`config.mk`:
```
export PLATFORM = sky130hd
export DESIGN_NAME = iccm_arbiter
export DESIGN_NICKNAME = d
export VERILOG_FILES = /design/src/rtl/iccm_arbiter.sv
export SDC_FILE = /design/constraint.sdc
export NUM_CORES = 1
export LEC_CHECK = 0
export CORE_AREA = 2 2 83 85
export DETAILED_ROUTE_END_ITERATION = 10
export DIE_AREA = 0 0 85 87
export GPL_TIMING_DRIVEN = 0
export PLACE_DENSITY = 0.85
export SLEW_MARGIN = 20
export SYNTH_ARGS = -nofsm -noshare
export SYNTH_HDL_FRONTEND = slang
export SYNTH_SLANG_ARGS = --single-unit
```
`constraint.sdc`:
```
create_clock -name clk_i -period 2 [get_ports clk_i]
set_input_delay 0.3 -clock clk_i [delete_from_list [all_inputs] [get_ports clk_i]]
set_output_delay 0.3 -clock clk_i [all_outputs]
set_load 0.02 [all_outputs]
```
`src/rtl/iccm_arbiter.sv`:
```
// iccm_arbiter: two-port (fetch/loader) arbiter onto a single-cycle-latency instruction memory
// Ports:
//   clk_i, rst_i                      clock, synchronous active-high reset
//   f_req_i/f_addr_i                  fetch read request
//   f_gnt_o/f_rvalid_o/f_rdata_o      fetch grant and read response
//   l_req_i/l_we_i/l_addr_i/l_wdata_i/l_wmask_i  loader read/write request
//   l_gnt_o/l_rvalid_o/l_rdata_o      loader grant and read response
//   mem_req_o/mem_we_o/mem_addr_o/mem_wdata_o/mem_wmask_o  memory command
//   mem_rdata_i/mem_rvalid_i          memory read response (one cycle after the command)
//   resp_err_o                        sticky flag: response arrived with no read outstanding
module iccm_arbiter #(
   parameter int ADDR_WIDTH = 12,
   parameter int DATA_WIDTH = 32,
   parameter int MAX_WAIT   = 4
) (
   input  logic                    clk_i,
   input  logic                    rst_i,
   input  logic                    f_req_i,
   input  logic [ADDR_WIDTH-1:0]   f_addr_i,
   output logic                    f_gnt_o,
   output logic                    f_rvalid_o,
   output logic [DATA_WIDTH-1:0]   f_rdata_o,
   input  logic                    l_req_i,
   input  logic                    l_we_i,
   input  logic [ADDR_WIDTH-1:0]   l_addr_i,
   input  logic [DATA_WIDTH-1:0]   l_wdata_i,
   input  logic [DATA_WIDTH/8-1:0] l_wmask_i,
   output logic                    l_gnt_o,
   output logic                    l_rvalid_o,
   output logic [DATA_WIDTH-1:0]   l_rdata_o,
   output logic                    mem_req_o,
   output logic                    mem_we_o,
   output logic [ADDR_WIDTH-1:0]   mem_addr_o,
   output logic [DATA_WIDTH-1:0]   mem_wdata_o,
   output logic [DATA_WIDTH/8-1:0] mem_wmask_o,
   input  logic [DATA_WIDTH-1:0]   mem_rdata_i,
   input  logic                    mem_rvalid_i,
   output logic                    resp_err_o
);
   logic [3:0] starve_cnt;
   logic       pend_valid;
   logic       pend_owner;
   logic       rst_q;
   logic       at_max;
   logic       rsp;
   logic       rd_gnt;
   // Loader has priority; fetch wins only once it has stalled MAX_WAIT cycles in a row.
   assign at_max      = starve_cnt == 4'(MAX_WAIT);
   assign f_gnt_o     = !rst_i && f_req_i && (!l_req_i || at_max);
   assign l_gnt_o     = !rst_i && l_req_i && !(f_req_i && at_max);
   assign mem_req_o   = f_gnt_o | l_gnt_o;
   assign mem_we_o    = l_gnt_o & l_we_i;
   assign mem_addr_o  = f_gnt_o ? f_addr_i : l_gnt_o ? l_addr_i : '0;
   assign mem_wdata_o = l_gnt_o ? l_wdata_i : '0;
   assign mem_wmask_o = l_gnt_o ? l_wmask_i : '0;
   assign rd_gnt      = mem_req_o && !mem_we_o;
   assign rsp         = !rst_i && mem_rvalid_i && pend_valid;
   assign f_rvalid_o  = rsp && !pend_owner;
   assign l_rvalid_o  = rsp && pend_owner;
   assign f_rdata_o   = f_rvalid_o ? mem_rdata_i : '0;
   assign l_rdata_o   = l_rvalid_o ? mem_rdata_i : '0;
   always_ff @(posedge clk_i) begin
      rst_q <= rst_i;
      if (rst_i) begin
         starve_cnt <= '0;
         pend_valid <= 1'b0;
         pend_owner <= 1'b0;
         resp_err_o <= 1'b0;
      end else begin
         starve_cnt <= (!f_req_i || f_gnt_o) ? '0 : at_max ? starve_cnt : starve_cnt + 4'd1;
         pend_valid <= rd_gnt;
         if (rd_gnt) pend_owner <= l_gnt_o;
         // A response for a read discarded by reset may land in the first cycle after release.
         if (mem_rvalid_i && !pend_valid && !rst_q) resp_err_o <= 1'b1;
      end
   end
endmodule
```
==> metrics, run 1 <==
compound-gate portion of the synthesized area around 14%; pwr/cell area between 200 and 250 mW/mm^2; per-cell routed wire length 13.59 um; CTS tree yes; largest family of logic cells by synthesized area simple AND/OR/NAND/NOR gates; initial antenna violation count 0; DR DRC count 0; synthesized area per cell 7.285 um^2; Simple-Gate Fraction of Synth Area 60.59%; utilization after layout 56.57%; clk_skew roughly 1.1 ps; first drt pass iteration count 4; Req. time, crit path approximately 1700 ps; Clock Tree Buf Depth 2; Hold Vio Cnt, Final 0; mux cell area share after synthesis 0%; reg2reg setup slack 680 ps; Slew Viols, Final 0; drt total wl 6456 um; endpoints failing setup 18; synthesized flop and latch total 8; Seq/Total Area, Yosys 13.49%; first-pass GRT wire length 9563 um; pin count of the biggest net entering global routing 11; worst hold path stage count 1; period utilization 102.2%; reg2reg start starve_cnt[1]; Slew headroom approximately four fifths; Worst Reg2Reg Path Length in Cells 6; gr usage total 15.74%; worst setup path start starve_cnt[1]; most frequent cells in the layout 94 x clkdlybuf4s50_1, 80 x and2_1, 48 x buf_6; die area 0.007395 mm^2; worst skew pair latency 230 ps; Hold WS 318.8 ps; Tot Pwr 0.0009254 W; violations in the final reports setup timing; dpl ws -846.9 ps; post-synth design cell area 0.001187 mm^2; Die Wd 85 um; Remaining Overflow, GRT 0; Post-Synthesis Net Count about 260; final net count 497; Syn-to-layout area delta 213.0%; port bufs about 220; most common cell after layout, fill and taps aside clkdlybuf4s50_1; DR vias/cell 4.208; Post-Synthesis Cells 163; CTS clk-pin slew, worst paths 40 ps; crit path max fanout 6; placed insts 459; CTS Sinks 8; vias in the first global route 1930; status finished, violations left; detailed-route via count 1999; max-capacitance violation count 0; Critical Path Start Type flip-flop; xor and xnor area share after synthesis 1.475%; Placeable Area roughly 0.0066 mm^2; hpwl dp 5333 um; Worst setup EP type primary output; RePlAce Congestion 0.7925; warning count from the yosys run 0; worst flop-to-flop path endpoint pend_valid; Initial Utilization between 10% and 20%; Unique masters post-synth 22; crit path to mem_addr_o[9]; Die Span Y 87 um; ANT cells 0; CTS H-tree depth 1; layout cell share with drive strength beyond 1 42.78%; Fmax achieved 489.1 MHz; CTS Root Cell clkbuf_8; Worst Setup Path Type flip-flop to primary output; area share of fa/ha/maj cells after synthesis between 2 and 2.5%; CTS Buf Count 3; Hold WC Path Type input port to flip-flop; drt initial violations 24; VDD IR max 0.0001785 V; post-layout worst setup margin -44.53 ps; std cell rows 30; final std cells w/o fill 475; number of routed nets with antenna violations 0; RSZ-0062 raised after global routing true; slew of the pin with the lowest slew margin 309.9 ps; IO Count 217; CP arrival 1740 ps; min Tclk post-route 2045 ps; P_leak 1.711 nW
[per-stage QoR]
stage / setup TNS [ps] / instance area, um^2
final: -388.6 / 3716
after detailed placement: -73040 / 3450
after floorplan: 0 / 1187
after CTS: -658.1 / 3483
after global routing: -2078 / 3716
after global placement: -68720 / 3450
[report_power, final]
group | internal (W) | total [W] | switching [W] | leakage, nW
Combinational | 0.000351 | 0.000567 | 0.000215 | 1.62
Sequential | 0.000167 | 0.000170 | 0.00000359 | 0.0666
Clock | 0.000130 | 0.000188 | 0.0000584 | 0.0216
[Yosys cell counts (all sizes together)]
| library cell | count | area, um^2 |
|---|---|---|
| and2 | 101 | 631.9 |
| a22o | 12 | 105.1 |
| dfxtp | 8 | 160.2 |
| nor2 | 8 | 30.03 |
| buf | 6 | 55.05 |
| clkbuf | 6 | 22.52 |
| inv | 6 | 22.52 |
| a21oi | 3 | 15.01 |
| ha | 2 | 25.02 |
| a211oi | 1 | 20.02 |
| a21boi | 1 | 7.510 |
| and4 | 1 | 8.760 |
| and4bb | 1 | 12.51 |
| nand3 | 1 | 5.000 |
| nand3b | 1 | 20.02 |
| nand4 | 1 | 6.260 |
| nor3 | 1 | 5.000 |
| o211a | 1 | 17.52 |
| xnor2 | 1 | 8.760 |
| xor2 | 1 | 8.760 |
[worst max-delay path: stages (launching register included)]
cell	delay, ps
dfxtp_2	310
inv_2	60
ha_4	140
nand3b_4	100
o211a_4	300
buf_6	130
buf_6	110
a22o_1	220
buf_6	130
[routing by layer]
| metal | track usage, % | up-vias | share of wire, % |
|---|---|---|---|
| li1 | - | 979 | - |
| met1 | 15.48 | 883 | 32 |
| met2 | 32.39 | 131 | 55 |
| met3 | 3.791 | 6 | 11 |
| met4 | 4.040 | 0 | 1.3 |
| met5 | 0 | - | 0 |
[flip-flops by register name, indices dropped and copies added, names as in the netlist]
register	cells
starve_cnt	4
pend_valid	1
rst_q	1
pend_owner	1
resp_err_o	1
[kinds of logic (layout without fill, tap and decap cells)]
logic type	count (synthesis)	after routing
buffers and inverters	18	250
AOI/OAI and AO/OA	18	18
DFF	8	8
adders and majority gates	2	2
xor gates and xnor gates	2	2
and+or+nand+nor	115	115
[timing repair]
action,CTS,global route
gates resized for setup,457,86
pin swaps,8,11
hold buffers,0,0
buffers inserted,10,1
cloned,2,2
endpoints found under the setup margin,118,104
[how the worst min path moves through the flow]
stage	end	slack, ps	start
3_5_place_dp	resp_err_o	450	resp_err_o
5_1_grt	rst_q	330	rst_i
2_1_floorplan	rst_q	330	rst_i
3_3_place_gp	starve_cnt[0]	450	starve_cnt[0]
6_report	rst_q	320	rst_i
4_1_cts	resp_err_o	460	resp_err_o
[cell type report]
cell class,count,area (um^2)
fill,605,2853
timing repair buffer,230,2266
multi-input combinational,137,998.5
sequential,8,162.7
buffer,11,125.1
tap,80,100.1
clock buffer,3,41.29
inverter,6,22.52
Power figures use the tool's default switching activity.
==> run 2: changes to the inputs <==
Settings changed: RECOVER_POWER set to 25.
==> run 2 against run 1 <==
The run still ends with setup timing left. Clock skew unchanged. Wire length unchanged. Setup slack unchanged. Sequential share of layout area unchanged. Flip-flop and latch count unchanged.
==> metrics, run 2 (same netlist as run 1, synthesis figures left out) <==
Seq pwr share 18.4% (about the same); RePlAce Congestion 0.7925 (unchanged); most frequent cells in the layout 93 x clkdlybuf4s50_1, 80 x and2_1, 48 x buf_6 (was 94 x clkdlybuf4s50_1, 80 x and2_1, 48 x buf_6); pin count of the biggest net entering global routing 11 (unchanged); Syn-to-layout area delta 213.0% (unchanged); CP arrival 1740 ps (about the same); CTS Buf Count 3 (unchanged); Biggest register starve_cnt (unchanged); Slew headroom 79.43% (unchanged); slowest stage delay, CP 310 ps (about the same); utilization after layout 56.57% (unchanged); switching share of total power 29.99% (was 29.97%); pwr/cell area 248.9 mW/mm^2 (was 249.0 mW/mm^2); gr usage total 15.74% (unchanged); final std cells w/o fill 475 (unchanged); Req. time, crit path 1700 ps (about the same); IO Count 217 (unchanged); min Tclk post-route 2045 ps (unchanged); hold wc startpoint rst_i (unchanged); Critical Path Start Type flip-flop (unchanged); CTS clk-pin slew, worst paths 40 ps (about the same); per-cell routed wire length 13.59 um (unchanged); VDD IR max 0.0001785 V (about the same); worst hold path stage count 1 (unchanged); CTS Sinks 8 (unchanged); drt total wl 6456 um (unchanged); Initial Utilization 18.08% (unchanged); Worst setup EP type primary output (unchanged); violations in the final reports setup timing (unchanged); slew of the pin with the lowest slew margin 309.9 ps (unchanged); Fmax achieved 489.1 MHz (unchanged); layout cell share with drive strength beyond 1 42.78% (unchanged); die area 0.007395 mm^2 (unchanged); Remaining Overflow, GRT 0 (unchanged); Die Span Y 87 um (unchanged); std cell rows 30 (unchanged); Hold Vio Cnt, Final 0 (unchanged); endpoints failing setup 18 (unchanged); vias in the first global route 1930 (unchanged); port bufs 216 (unchanged); CP delay by family, top compound AO/OA/AOI/OAI gates (unchanged); status finished, violations left (unchanged); first drt pass iteration count 4 (unchanged); dpl ws -846.9 ps (unchanged); CP Buf/Inv Count 4 (unchanged); crit path max fanout 6 (unchanged); critical path, cell by cell inv_2, ha_4, nand3b_4, o211a_4, buf_6, buf_6, a22o_1, buf_6 (unchanged); Setup TNS -388.6 ps (unchanged); Pint 0.0006476 W (was 0.0006480 W); Worst Reg2Reg Path Length in Cells 6 (unchanged); ANT cells 0 (unchanged); reg2reg setup slack 680 ps (about the same); post-cts hold buffer count 0 (unchanged); number of routed nets with antenna violations 0 (unchanged); RSZ-0062 raised after global routing true (unchanged); Worst path slowest cell dfxtp_2 (unchanged); hold endpoint rst_q (unchanged); Clock Tree Buf Depth 2 (unchanged); hpwl dp 5333 um (unchanged); clk_skew 1.063 ps (unchanged); Die Wd 85 um (unchanged); clock network power share 20.3% (about the same); drt initial violations 24 (unchanged); DR DRC count 0 (unchanged); final net count 497 (unchanged); Tot Pwr 0.0009250 W (was 0.0009254 W); max reg flops 4 (unchanged); post-layout worst setup margin -44.53 ps (unchanged); detailed-route via count 1999 (unchanged); most frequent CP cell buf_6 (unchanged); Placeable Area 0.006569 mm^2 (unchanged); DR vias/cell 4.208 (unchanged); Hold WC Path Type input port to flip-flop (unchanged); P_leak 1.712 nW (was 1.711 nW); period utilization 102.2% (unchanged); reg2reg start starve_cnt[1] (unchanged); max-capacitance violation count 0 (unchanged); CTS Root Cell clkbuf_8 (unchanged); Logic pwr share 61.2% (was 61.3%); most common cell after layout, fill and taps aside clkdlybuf4s50_1 (unchanged); Slew Viols, Final 0 (unchanged); worst skew pair latency 230 ps (about the same); worst flop-to-flop path endpoint pend_valid (unchanged); placed insts 459 (unchanged); CTS tree yes (unchanged); initial antenna violation count 0 (unchanged); Worst Setup Path Type flip-flop to primary output (unchanged); net switching power 0.0002774 W (unchanged); first-pass GRT wire length 9563 um (unchanged); CTS H-tree depth 1 (unchanged)
## run 2: cell types whose count changed in the layout (fill, tap and decap cells not counted), sizes merged
cell	before	now
clkdlybuf4s50	94	93
dlygate4sd3	0	1
## run 2: cell type report
| class | count | area [um^2] |
|---|---|---|
| multi-input cells | 137 | 998.5 |
| clock buffers | 3 | 41.29 |
| fillers | 605 | 2853 |
| repair buffers | 230 | 2266 |
| inverters | 6 | 22.52 |
| plain buffers | 11 | 125.1 |
| flip-flops and latches | 8 | 162.7 |
| well taps | 80 | 100.1 |
## run 2: how the worst max path moves through the flow
stage	cells after the start	slack, ps	startpoint	end
floorplan	6	320	starve_cnt[0]	mem_addr_o[10]
global placement	6	-800	rst_i	l_rdata_o[2]
detailed placement	6	-850	rst_i	l_rdata_o[1]
CTS	8	-70	starve_cnt[0]	mem_addr_o[10]
global route	8	-100	starve_cnt[1]	mem_addr_o[10]
finish	8	-40	starve_cnt[1]	mem_addr_o[9]
## run 2: worst register-to-register path, stage by stage, from the launching register on
cell	delay [ps]
dfxtp_2	310
inv_2	60
ha_4	140
nand3b_4	100
o211a_4	300
buf_6	140
a21boi_0	170
## run 2: power by group through the flow
stage	sequential, W	combinational (W)	clock, W
2_1_floorplan	0.000173	0.000175	0
3_3_place_gp	0.000172	0.000515	0
3_5_place_dp	0.000173	0.000522	0
4_1_cts	0.000170	0.000516	0.000192
5_1_grt	0.000171	0.000603	0.000199
6_report	0.000170	0.000566	0.000188
## run 2: through the flow
step	hold slack [ps]	area (um^2)
floorplan	327.7	1187
global placement	445.3	3450
detailed placement	454.4	3450
CTS	463.6	3483
global route	329.6	3716
finish	318.8	3716
## run 2: what timing repair did
item                                    in CTS  in global routing
pin swaps                                    8                 11
cloned                                       2                  2
endpoints found under the setup margin     118                104
setup buffers                               10                  1
resized for setup                          457                 86
## run 2: layer usage
metal / GRT usage [%] / part of all wire (%) / vias to the layer above
met3: 3.791 / 11 / 6
met5: 0 / 0 / -
met2: 32.39 / 55 / 131
met4: 4.040 / 1.3 / 0
met1: 15.48 / 32 / 883
li1: - / - / 979
==> run 3: changes to the inputs <==
Settings changed: ABC_CLOCK_PERIOD_IN_PS set to 2000.
==> results of run 3 <==
Final layout, timing and power as in run 2 (identical DEF).
